**src/rtl/decode_ctrl_pipe.sv**
```systemverilog
// ID-stage decoder and EX control register: load-use interlock, redirect flush,
// and multi-cycle EX hold for RV32M operations.
module decode_ctrl_pipe #(
    parameter bit          ENABLE_M   = 1'b0,
    parameter int unsigned MUL_CYCLES = 3,
    parameter int unsigned DIV_CYCLES = 8
) (
    input  logic        clk,
    input  logic        rst_n,
    input  logic        id_valid,
    input  logic [31:0] id_instr,
    input  logic        ex_redirect,
    output logic        ex_valid,
    output logic [17:0] ex_ctrl,
    output logic [4:0]  ex_rd,
    output logic        id_stall,
    output logic        id_flush,
    output logic        illegal,
    output logic        md_busy
);

    localparam int unsigned CNT_W = 4;
    localparam int unsigned REG_W = 5;

    localparam logic [CNT_W-1:0] MUL_N = CNT_W'(MUL_CYCLES);
    localparam logic [CNT_W-1:0] DIV_N = CNT_W'(DIV_CYCLES);

    localparam logic [6:0] OP_LOAD   = 7'b0000011;
    localparam logic [6:0] OP_STORE  = 7'b0100011;
    localparam logic [6:0] OP_IMM    = 7'b0010011;
    localparam logic [6:0] OP_BRANCH = 7'b1100011;
    localparam logic [6:0] OP_JAL    = 7'b1101111;
    localparam logic [6:0] OP_LUI    = 7'b0110111;
    localparam logic [6:0] OP_REG    = 7'b0110011;
    localparam logic [6:0] OP_AUIPC  = 7'b0010111;
    localparam logic [6:0] OP_JALR   = 7'b1100111;

    localparam logic [6:0] F7_BASE = 7'b0000000;
    localparam logic [6:0] F7_ALT  = 7'b0100000;
    localparam logic [6:0] F7_MD   = 7'b0000001;

    typedef enum logic {RUN, MD_WAIT} state_e;

    typedef struct packed {
        logic [1:0] pc_src;
        logic       reg_write;
        logic       alu_src_b;
        logic [3:0] alu_op;
        logic [1:0] mem_to_reg;
        logic       mem_write;
        logic       mem_read;
        logic       branch;
        logic       b_type;
        logic       auipc;
        logic       jump;
        logic       md;
        logic       rsvd;
    } ctrl_t;

    logic [6:0]       opcode;
    logic [REG_W-1:0] rd;
    logic [2:0]       funct3;
    logic [REG_W-1:0] rs1;
    logic [REG_W-1:0] rs2;
    logic [6:0]       funct7;

    assign opcode = id_instr[6:0];
    assign rd     = id_instr[11:7];
    assign funct3 = id_instr[14:12];
    assign rs1    = id_instr[19:15];
    assign rs2    = id_instr[24:20];
    assign funct7 = id_instr[31:25];

    ctrl_t dec_ctrl;
    logic  dec_legal;

    // Instruction decode; mem_to_reg: 00 ALU, 01 immediate, 10 pc+4, 11 load data.
    always_comb begin
        dec_ctrl  = '0;
        dec_legal = 1'b1;
        case (opcode)
            OP_LOAD: begin
                dec_ctrl.reg_write  = 1'b1;
                dec_ctrl.alu_src_b  = 1'b1;
                dec_ctrl.mem_to_reg = 2'b11;
                dec_ctrl.mem_read   = 1'b1;
            end
            OP_STORE: begin
                dec_ctrl.alu_src_b = 1'b1;
                dec_ctrl.mem_write = 1'b1;
            end
            OP_IMM: begin
                dec_ctrl.reg_write = 1'b1;
                dec_ctrl.alu_src_b = 1'b1;
                dec_ctrl.alu_op    = {(funct3 == 3'b101) && funct7[5], funct3};
            end
            OP_BRANCH: begin
                dec_ctrl.branch = 1'b1;
                dec_ctrl.b_type = ~funct3[0];
                dec_ctrl.alu_op = 4'b0100;
            end
            OP_JAL: begin
                dec_ctrl.pc_src     = 2'b10;
                dec_ctrl.reg_write  = 1'b1;
                dec_ctrl.mem_to_reg = 2'b10;
                dec_ctrl.jump       = 1'b1;
            end
            OP_LUI: begin
                dec_ctrl.reg_write  = 1'b1;
                dec_ctrl.mem_to_reg = 2'b01;
            end
            OP_REG: begin
                if ((funct7 == F7_BASE) || (funct7 == F7_ALT)) begin
                    dec_ctrl.reg_write = 1'b1;
                    dec_ctrl.alu_op    = {funct7[5], funct3};
                end else if (ENABLE_M && (funct7 == F7_MD)) begin
                    dec_ctrl.reg_write = 1'b1;
                    dec_ctrl.md        = 1'b1;
                    dec_ctrl.alu_op    = {1'b0, funct3};
                end else begin
                    dec_legal = 1'b0;
                end
            end
            OP_AUIPC: begin
                dec_ctrl.reg_write = 1'b1;
                dec_ctrl.alu_src_b = 1'b1;
                dec_ctrl.auipc     = 1'b1;
            end
            OP_JALR: begin
                dec_ctrl.pc_src     = 2'b01;
                dec_ctrl.reg_write  = 1'b1;
                dec_ctrl.alu_src_b  = 1'b1;
                dec_ctrl.mem_to_reg = 2'b10;
                dec_ctrl.jump       = 1'b1;
            end
            default: dec_legal = 1'b0;
        endcase
    end

    logic rs1_used;
    logic rs2_used;

    // Source-register usage by opcode, independent of instruction legality.
    always_comb begin
        rs1_used = 1'b0;
        rs2_used = 1'b0;
        case (opcode)
            OP_LOAD, OP_IMM, OP_JALR: rs1_used = 1'b1;
            OP_STORE, OP_BRANCH, OP_REG: begin
                rs1_used = 1'b1;
                rs2_used = 1'b1;
            end
            default: ;
        endcase
    end

    state_e           state_q, state_d;
    logic [CNT_W-1:0] md_cnt_q, md_cnt_d;
    logic [CNT_W-1:0] md_n;
    logic             ex_valid_q, ex_valid_d;
    ctrl_t            ex_ctrl_q, ex_ctrl_d;
    logic [REG_W-1:0] ex_rd_q, ex_rd_d;
    logic             illegal_q, illegal_d;
    logic             md_busy_q, md_busy_d;
    logic             hazard;

    assign hazard = ex_valid_q && ex_ctrl_q.mem_read && (ex_rd_q != '0) && id_valid &&
                    ((rs1_used && (rs1 == ex_rd_q)) || (rs2_used && (rs2 == ex_rd_q)));

    // Next state: RUN prioritises redirect, then interlock, then issue.
    always_comb begin
        state_d    = state_q;
        md_cnt_d   = md_cnt_q;
        md_n       = '0;
        ex_valid_d = ex_valid_q;
        ex_ctrl_d  = ex_ctrl_q;
        ex_rd_d    = ex_rd_q;
        illegal_d  = 1'b0;
        id_stall   = 1'b0;
        id_flush   = 1'b0;
        case (state_q)
            RUN: begin
                ex_valid_d = 1'b0;
                ex_ctrl_d  = '0;
                ex_rd_d    = '0;
                if (ex_redirect) begin
                    id_flush = 1'b1;
                end else if (hazard) begin
                    id_stall = 1'b1;
                end else if (id_valid) begin
                    if (dec_legal) begin
                        ex_valid_d = 1'b1;
                        ex_ctrl_d  = dec_ctrl;
                        ex_rd_d    = rd;
                        if (dec_ctrl.md) begin
                            md_n = funct3[2] ? DIV_N : MUL_N;
                            if (md_n > CNT_W'(1)) begin
                                state_d  = MD_WAIT;
                                md_cnt_d = md_n - CNT_W'(1);
                            end
                        end
                    end else begin
                        illegal_d = 1'b1;
                    end
                end
            end
            MD_WAIT: begin
                // EX holds the M op; redirects cannot occur behind it.
                id_stall = 1'b1;
                md_cnt_d = md_cnt_q - CNT_W'(1);
                if (md_cnt_q == CNT_W'(1)) begin
                    state_d = RUN;
                end
            end
            default: state_d = RUN;
        endcase
        md_busy_d = (state_d == MD_WAIT);
    end

    always_ff @(posedge clk or negedge rst_n) begin
        if (!rst_n) begin
            state_q    <= RUN;
            md_cnt_q   <= '0;
            ex_valid_q <= 1'b0;
            ex_ctrl_q  <= '0;
            ex_rd_q    <= '0;
            illegal_q  <= 1'b0;
            md_busy_q  <= 1'b0;
        end else begin
            state_q    <= state_d;
            md_cnt_q   <= md_cnt_d;
            ex_valid_q <= ex_valid_d;
            ex_ctrl_q  <= ex_ctrl_d;
            ex_rd_q    <= ex_rd_d;
            illegal_q  <= illegal_d;
            md_busy_q  <= md_busy_d;
        end
    end

    assign ex_valid = ex_valid_q;
    assign ex_ctrl  = ex_ctrl_q;
    assign ex_rd    = ex_rd_q;
    assign illegal  = illegal_q;
    assign md_busy  = md_busy_q;

endmodule

```
**config.mk**
```make
export PLATFORM = sky130hd
export DESIGN_NAME = decode_ctrl_pipe
export DESIGN_NICKNAME = d
export VERILOG_FILES = /design/src/rtl/decode_ctrl_pipe.sv
export SDC_FILE = /design/constraint.sdc
export NUM_CORES = 1
export LEC_CHECK = 0
export ABC_AREA = 1
export BUFFER_PORTS_ARGS = -buffer_cell sky130_fd_sc_hd__buf_2
export CELL_PAD_IN_SITES_DETAIL_PLACEMENT = 1
export CELL_PAD_IN_SITES_GLOBAL_PLACEMENT = 2
export CORE_UTILIZATION = 26
export CTS_BUF_LIST = sky130_fd_sc_hd__clkbuf_16
export DETAILED_ROUTE_END_ITERATION = 7
export GPL_TIMING_DRIVEN = 0
export PLACE_DENSITY = 0.77
export SLEW_MARGIN = 10
export SYNTH_ARGS = -nofsm -noshare
export SYNTH_HDL_FRONTEND = slang
export SYNTH_SLANG_ARGS = --single-unit
```
**constraint.sdc**
```tcl
create_clock -name clk -period 2.15 [get_ports clk]
set_input_delay 0.43 -clock clk [delete_from_list [all_inputs] [get_ports clk]]
set_output_delay 0.43 -clock clk [all_outputs]
set_load 0.05 [all_outputs]
```
==> impl_metrics.env, run 1 <==
export IMPL_finalCritPeriodShare_pct=96.85
export IMPL_stdcell_area_um2=2305
export IMPL_end_kind="output port"
export IMPL_gr_usage_all_layers_pct=15.62
export IMPL_cts_clk_slew_worst_paths_ns=0.07
export IMPL_syn_avg_cell_area_um2=7.410
export IMPL_drc=0
export IMPL_first_pass_iters=4
export IMPL_seq_area_frac_synth_pct=40.94
export IMPL_num_vias=1691
export IMPL_htree_num_levels=1
export IMPL_max_vdd_ir_drop_uv=293.5
export IMPL_power_leakage_nw=1.275
export IMPL_area_growth_pct=34.65
export IMPL_yosysMostFrequentCell="nand2_1"
export IMPL_synth_largest_area_cell="dfrtp_1"
export IMPL_grt_pass1_vias=1752
export IMPL_slew_headroom_pct=57.30
export IMPL_yosysWarnings=0
export IMPL_dp_hpwl_um=3875
export IMPL_ff_latch_area_um2=705.7
export IMPL_worstReg2RegEnd="ex_ctrl[17]"
export IMPL_coreArea_um2=6350
export IMPL_finalSetupViolCount=0
export IMPL_cts_buffers=3
export IMPL_ys_ff_latch=28
export IMPL_min_path_type="input port to asynchronous set/reset pin"
export IMPL_hold_violations=0
export IMPL_multiInputGateArea_um2=930.9
export IMPL_required_ns=1.72
export IMPL_total_power_mw=1.102
export IMPL_pin_count=64
export IMPL_synth_cells=231
export IMPL_initial_utilization_pct=26.96
export IMPL_synth_top_area_share_pct=40.94
export IMPL_cp_arrival_ns=1.65
export IMPL_p_per_area_nw_per_um2=478.3
export IMPL_finalSetupTns_ns=0
export IMPL_nets=338
export IMPL_syn_cell_area_um2=1712
export IMPL_antenna_found_initial=0
export IMPL_drt_iter0_drc=24
export IMPL_min_period_ns=2.082
export IMPL_overflow=0
export IMPL_place_area_um2=2128
export IMPL_max_freq_ghz=0.4803
export IMPL_die_area_um2=6911
export IMPL_wl_per_cell_um=13.33
export IMPL_hold_buffers=0
export IMPL_cts_root_buf="clkbuf_16"
export IMPL_place_congestion=0.7673
export IMPL_synth_cell_types=29
export IMPL_n_fill_cell=823
export IMPL_final_core_util_pct=36.30
export IMPL_async_reset_ff_share_pct=100.0
export IMPL_r2r_start="ex_rd[0]"
export IMPL_antenna_left=0
export IMPL_antenna_cells=0
export IMPL_grt_start_max_net_pins=29
export IMPL_drv_cap=0
export IMPL_r2r_slack_ns=0.39
export IMPL_synthFlopType="dfrtp_1"
export IMPL_r2r_cells=9
export IMPL_critPathLaunchType="input port"
export IMPL_portBuffers=61
export IMPL_synth_edf_count=0
export IMPL_synth_common_cells="70 x nand2_1, 28 x dfrtp_1, 28 x inv_1"
export IMPL_critPathKind="input port to output port"
export IMPL_synth_area_leaders="dfrtp_1 41%, nand2_1 15%, inv_1 6.1%, nor2_1 4.8%, xor2_1 3.1%"
export IMPL_finalWirelength_um=5011
export IMPL_cts_buffer_depth=2
export IMPL_rsz0062_at_grt="true"
export IMPL_clock_skew_ns=0.002554
export IMPL_drive_above_1_share_pct=37.12
export IMPL_drv_slew=0
export IMPL_die_h_um=83.14
export IMPL_clock_sink_count=28
export IMPL_die_w_um=83.14
export IMPL_viasPerCell=4.497
export IMPL_grt_pass1_wl_um=8680
export IMPL_cp_max_fo=5
export IMPL_insertion_delay_ns=0.26
export IMPL_core_rowCount=29
export IMPL_status="complete, no violations"
export IMPL_max_slew_worst_pin_slew_ns=0.6405
export IMPL_cts_tree="built"
-- metal layers --
| layer | GRT usage, % | share of wire (%) |
|---|---|---|
| met3 | 2.883 | 4.5 |
| met1 | 21.36 | 47 |
| met5 | 0 | 0 |
| met2 | 26.23 | 48 |
| met4 | 2.351 | 0.58 |
-- through the flow --
stage	setup slack (ns)	cells	hold slack, ns
6_report	0.06779	376	0.1852
5_1_grt	-0.03511	376	0.2417
4_1_cts	0.008670	376	0.2090
3_5_place_dp	-0.2413	370	0.4687
3_3_place_gp	-0.2420	370	0.4661
2_1_floorplan	0.01072	232	0.1344
-- where the power goes --
| part | internal, mW | switching (mW) |
|---|---|---|
| Sequential | 0.529 | 0.00177 |
| Clock | 0.250 | 0.181 |
| Combinational | 0.0492 | 0.0918 |
| Total | 0.827 | 0.275 |
-- what timing repair did --
action,4_1_cts,5_1_grt
endpoints found under the setup margin,1,1
buffers inserted,3,0
pin swaps,4,1
gates resized for setup,11,11
-- cells by family after synthesis --
logic type / after synthesis / synth area share, %
AND/OR/NAND/NOR: 131 / 35.38
flip-flops: 28 / 40.94
adder cells (fa/ha/maj): 2 / 1.462
buffers and inverters: 37 / 9.576
other: 1 / 0.2191
AO/OA/AOI/OAI: 25 / 8.845
XOR/XNOR: 7 / 3.582
-- sequential cells by signal, summed over array words and instances (netlist names) --
signal	flops
illegal	1
ex_rd	5
ex_valid	1
md_cnt_q	4
ex_ctrl	16
md_busy	1
-- cells in the final DEF (no fill, tap or decap), drive strengths merged --
cell type   n
buf        67
inv        32
o211ai      1
ha          2
dfrtp      28
conb        2
xnor2       1
o21ai      19
clkbuf      5
nor2       29
nand4       8
nand2      78
a31oi       1
nor3        2
nand3      13
a21boi      1
a21oi       3
xor2        6
nor4        1
-- area by class of cell --
type,count,area share [%]
clock buffer,3,3.257
buffer,5,1.466
tap,77,4.180
inverter,31,5.266
multi-input combinational,167,40.39
timing repair buffer,64,14.66
clock inverter,1,0.1629
sequential,28,30.62
-- worst max-delay path by stage --
stage	startpoint	end	slack [ns]	depth (start not counted)
after global routing	id_instr[1]	id_stall	-0.04	10
after floorplan	ex_rd[4]	id_stall	0.01	9
after CTS	id_instr[6]	id_stall	0.009	11
after detailed placement	id_instr[1]	id_stall	-0.24	11
final	id_instr[1]	id_stall	0.07	10
after global placement	id_instr[1]	id_stall	-0.24	11
-- critical path: stages --
cell and delay [ns]:
buf_2 0.07, nand2_1 0.15, nor2_4 0.21, nand2_2 0.10, nand2_2 0.09, nor2_1 0.07
nor2_4 0.16, nand2_8 0.07, o21ai_4 0.13, buf_8 0.16
Note: power is estimated with default switching activity, not from simulation.
==> run 2, diff against run 1 <==
--- a/config.mk
+++ b/config.mk
@@ -12,7 +12,6 @@
 export CORE_UTILIZATION = 26
 export CTS_BUF_LIST = sky130_fd_sc_hd__clkbuf_16
 export DETAILED_ROUTE_END_ITERATION = 7
-export GPL_TIMING_DRIVEN = 0
 export PLACE_DENSITY = 0.77
 export SLEW_MARGIN = 10
 export SYNTH_ARGS = -nofsm -noshare
==> impl_metrics.env, run 2 (same netlist as run 1, synthesis figures left out) <==
export IMPL_drc=0
export IMPL_mostFrequentLayoutCell="nand2_1"
export IMPL_cp_depth=8
export IMPL_power_switching_mw=0.2724
export IMPL_first_pass_iters=4
export IMPL_grt_pass1_wl_um=8328
export IMPL_place_congestion=0.7382
export IMPL_cpPeakStageDelay_ns=0.43
export IMPL_n_fill_cell=824
export IMPL_grt_pass1_vias=1774
export IMPL_hold_violations=0
export IMPL_drive_above_1_share_pct=36.54
export IMPL_core_rowCount=29
export IMPL_finalCritPeriodShare_pct=97.58
export IMPL_critPathSlowestCell="dfrtp_1"
export IMPL_cts_buffers=3
export IMPL_pin_count=64
export IMPL_max_freq_ghz=0.4767
export IMPL_worst_path_buf_inv=1
export IMPL_seqPwrFrac_pct=43.5
export IMPL_ff_latch_area_um2=704.4
export IMPL_die_area_um2=6911
export IMPL_min_period_ns=2.098
export IMPL_die_w_um=83.14
export IMPL_r2r_cells=9
export IMPL_power_leakage_nw=1.308
export IMPL_cp_max_fo=5
export IMPL_final_core_util_pct=35.90
export IMPL_nets=340
export IMPL_viasPerCell=4.481
export IMPL_end_kind="output port"
export IMPL_max_slew_worst_pin_slew_ns=0.6560
export IMPL_crit_path_cell_trace="xnor2_1 > nand2_1 > nor2_2 > nand3_2 > nand2_2 > nand2_4 > o21ai_4 > buf_6"
export IMPL_overflow=0
export IMPL_finalSetupViolCount=0
export IMPL_finalWirelength_um=4875
export IMPL_initial_utilization_pct=26.96
export IMPL_pwr_share_comb_pct=11.1
export IMPL_htree_num_levels=1
export IMPL_cp_top_family="simple AND/OR/NAND/NOR gates"
export IMPL_min_path_type="input port to asynchronous set/reset pin"
export IMPL_grt_start_max_net_pins=29
export IMPL_place_area_um2=2158
export IMPL_drv_slew=0
export IMPL_critPathKind="flop to output port"
export IMPL_r2r_slack_ns=0.45
export IMPL_critPathCapture="id_stall"
export IMPL_largest_register_ffs=16
export IMPL_required_ns=1.72
export IMPL_gr_usage_all_layers_pct=15.09
export IMPL_drt_iter0_drc=65
export IMPL_num_vias=1694
export IMPL_cts_tree="built"
export IMPL_coreArea_um2=6350
export IMPL_portBuffers=61
export IMPL_slew_headroom_pct=56.27
export IMPL_dp_hpwl_um=3880
export IMPL_rsz0062_at_grt="true"
export IMPL_cts_buffer_depth=2
export IMPL_wl_per_cell_um=12.90
export IMPL_drv_cap=0
export IMPL_die_h_um=83.14
export IMPL_p_sw_share_pct=22.32
export IMPL_max_vdd_ir_drop_uv=338.3
export IMPL_status="complete, no violations"
export IMPL_worstReg2RegEnd="ex_ctrl[17]"
export IMPL_cts_root_buf="clkbuf_16"
export IMPL_p_int_mw=0.9482
export IMPL_layout_common_cells="69 x nand2_1, 60 x buf_2, 26 x inv_1"
export IMPL_antenna_found_initial=0
export IMPL_stdcell_area_um2=2280
export IMPL_cp_arrival_ns=1.67
export IMPL_antenna_cells=0
export IMPL_area_growth_pct=33.19
export IMPL_r2r_start="ex_rd[0]"
export IMPL_clock_sink_count=28
export IMPL_p_clk_share_pct=45.4
export IMPL_cts_clk_slew_worst_paths_ns=0.07
export IMPL_critPathLaunchType="flop"
export IMPL_antenna_left=0
export IMPL_clock_skew_ns=0.002294
export IMPL_multiInputGateArea_um2=868.3
export IMPL_startpoint="ex_rd[0]"
export IMPL_insertion_delay_ns=0.26
export IMPL_p_per_area_nw_per_um2=535.4
[run 2: metal layers]
metal | share of wire (%) | GRT usage (%)
met1 | 48 | 20.21
met2 | 47 | 25.26
met3 | 4.7 | 2.584
met4 | 0.86 | 3.762
met5 | 0 | 0
[run 2: area by class of cell]
type	instances	share of cell area (%)
clock inverter	1	1.317
timing repair buffer	71	16.96
tap	77	4.226
clock buffer	3	3.293
multi-input combinational	167	38.09
inverter	31	5.214
sequential	28	30.90
[run 2: worst min-delay path by stage]
| stage | start | to | cells after the start | slack (ns) |
|---|---|---|---|---|
| 2_1_floorplan | rst_n | ex_ctrl[10] | 0 | 0.13 |
| 3_3_place_gp | ex_ctrl[2] | ex_ctrl[2] | 2 | 0.47 |
| 3_5_place_dp | ex_ctrl[13] | ex_ctrl[13] | 2 | 0.47 |
| 4_1_cts | rst_n | ex_ctrl[13] | 1 | 0.21 |
| 5_1_grt | rst_n | ex_ctrl[13] | 1 | 0.24 |
| 6_report | rst_n | ex_ctrl[10] | 1 | 0.19 |
[run 2: stage by stage]
step                instances  total power, mW  hold WS (ns)  setup WS [ns]   TNS, ns
global route              378            1.271        0.2367       -0.05851  -0.05851
finish                    378            1.221        0.1879        0.05207         0
detailed placement        374           0.6772        0.4711       0.003887         0
global placement          374           0.6758        0.4675        0.01222         0
CTS                       378            1.240        0.2094       0.009623         0
floorplan                 232           0.6088        0.1344        0.01072         0
[run 2: power by group through the flow]
stage	clock network [mW]	logic, mW	registers [mW]
2_1_floorplan	0	0.0596	0.549
3_3_place_gp	0	0.135	0.541
3_5_place_dp	0	0.136	0.541
4_1_cts	0.572	0.138	0.531
5_1_grt	0.588	0.152	0.531
6_report	0.554	0.136	0.531
[run 2: repair_timing]
| action | CTS | global route |
|---|---|---|
| hold buffers | 0 | 0 |
| buffers inserted | 0 | 0 |
| endpoints found under the setup margin | 1 | 1 |
| gates resized for setup | 5 | 2 |
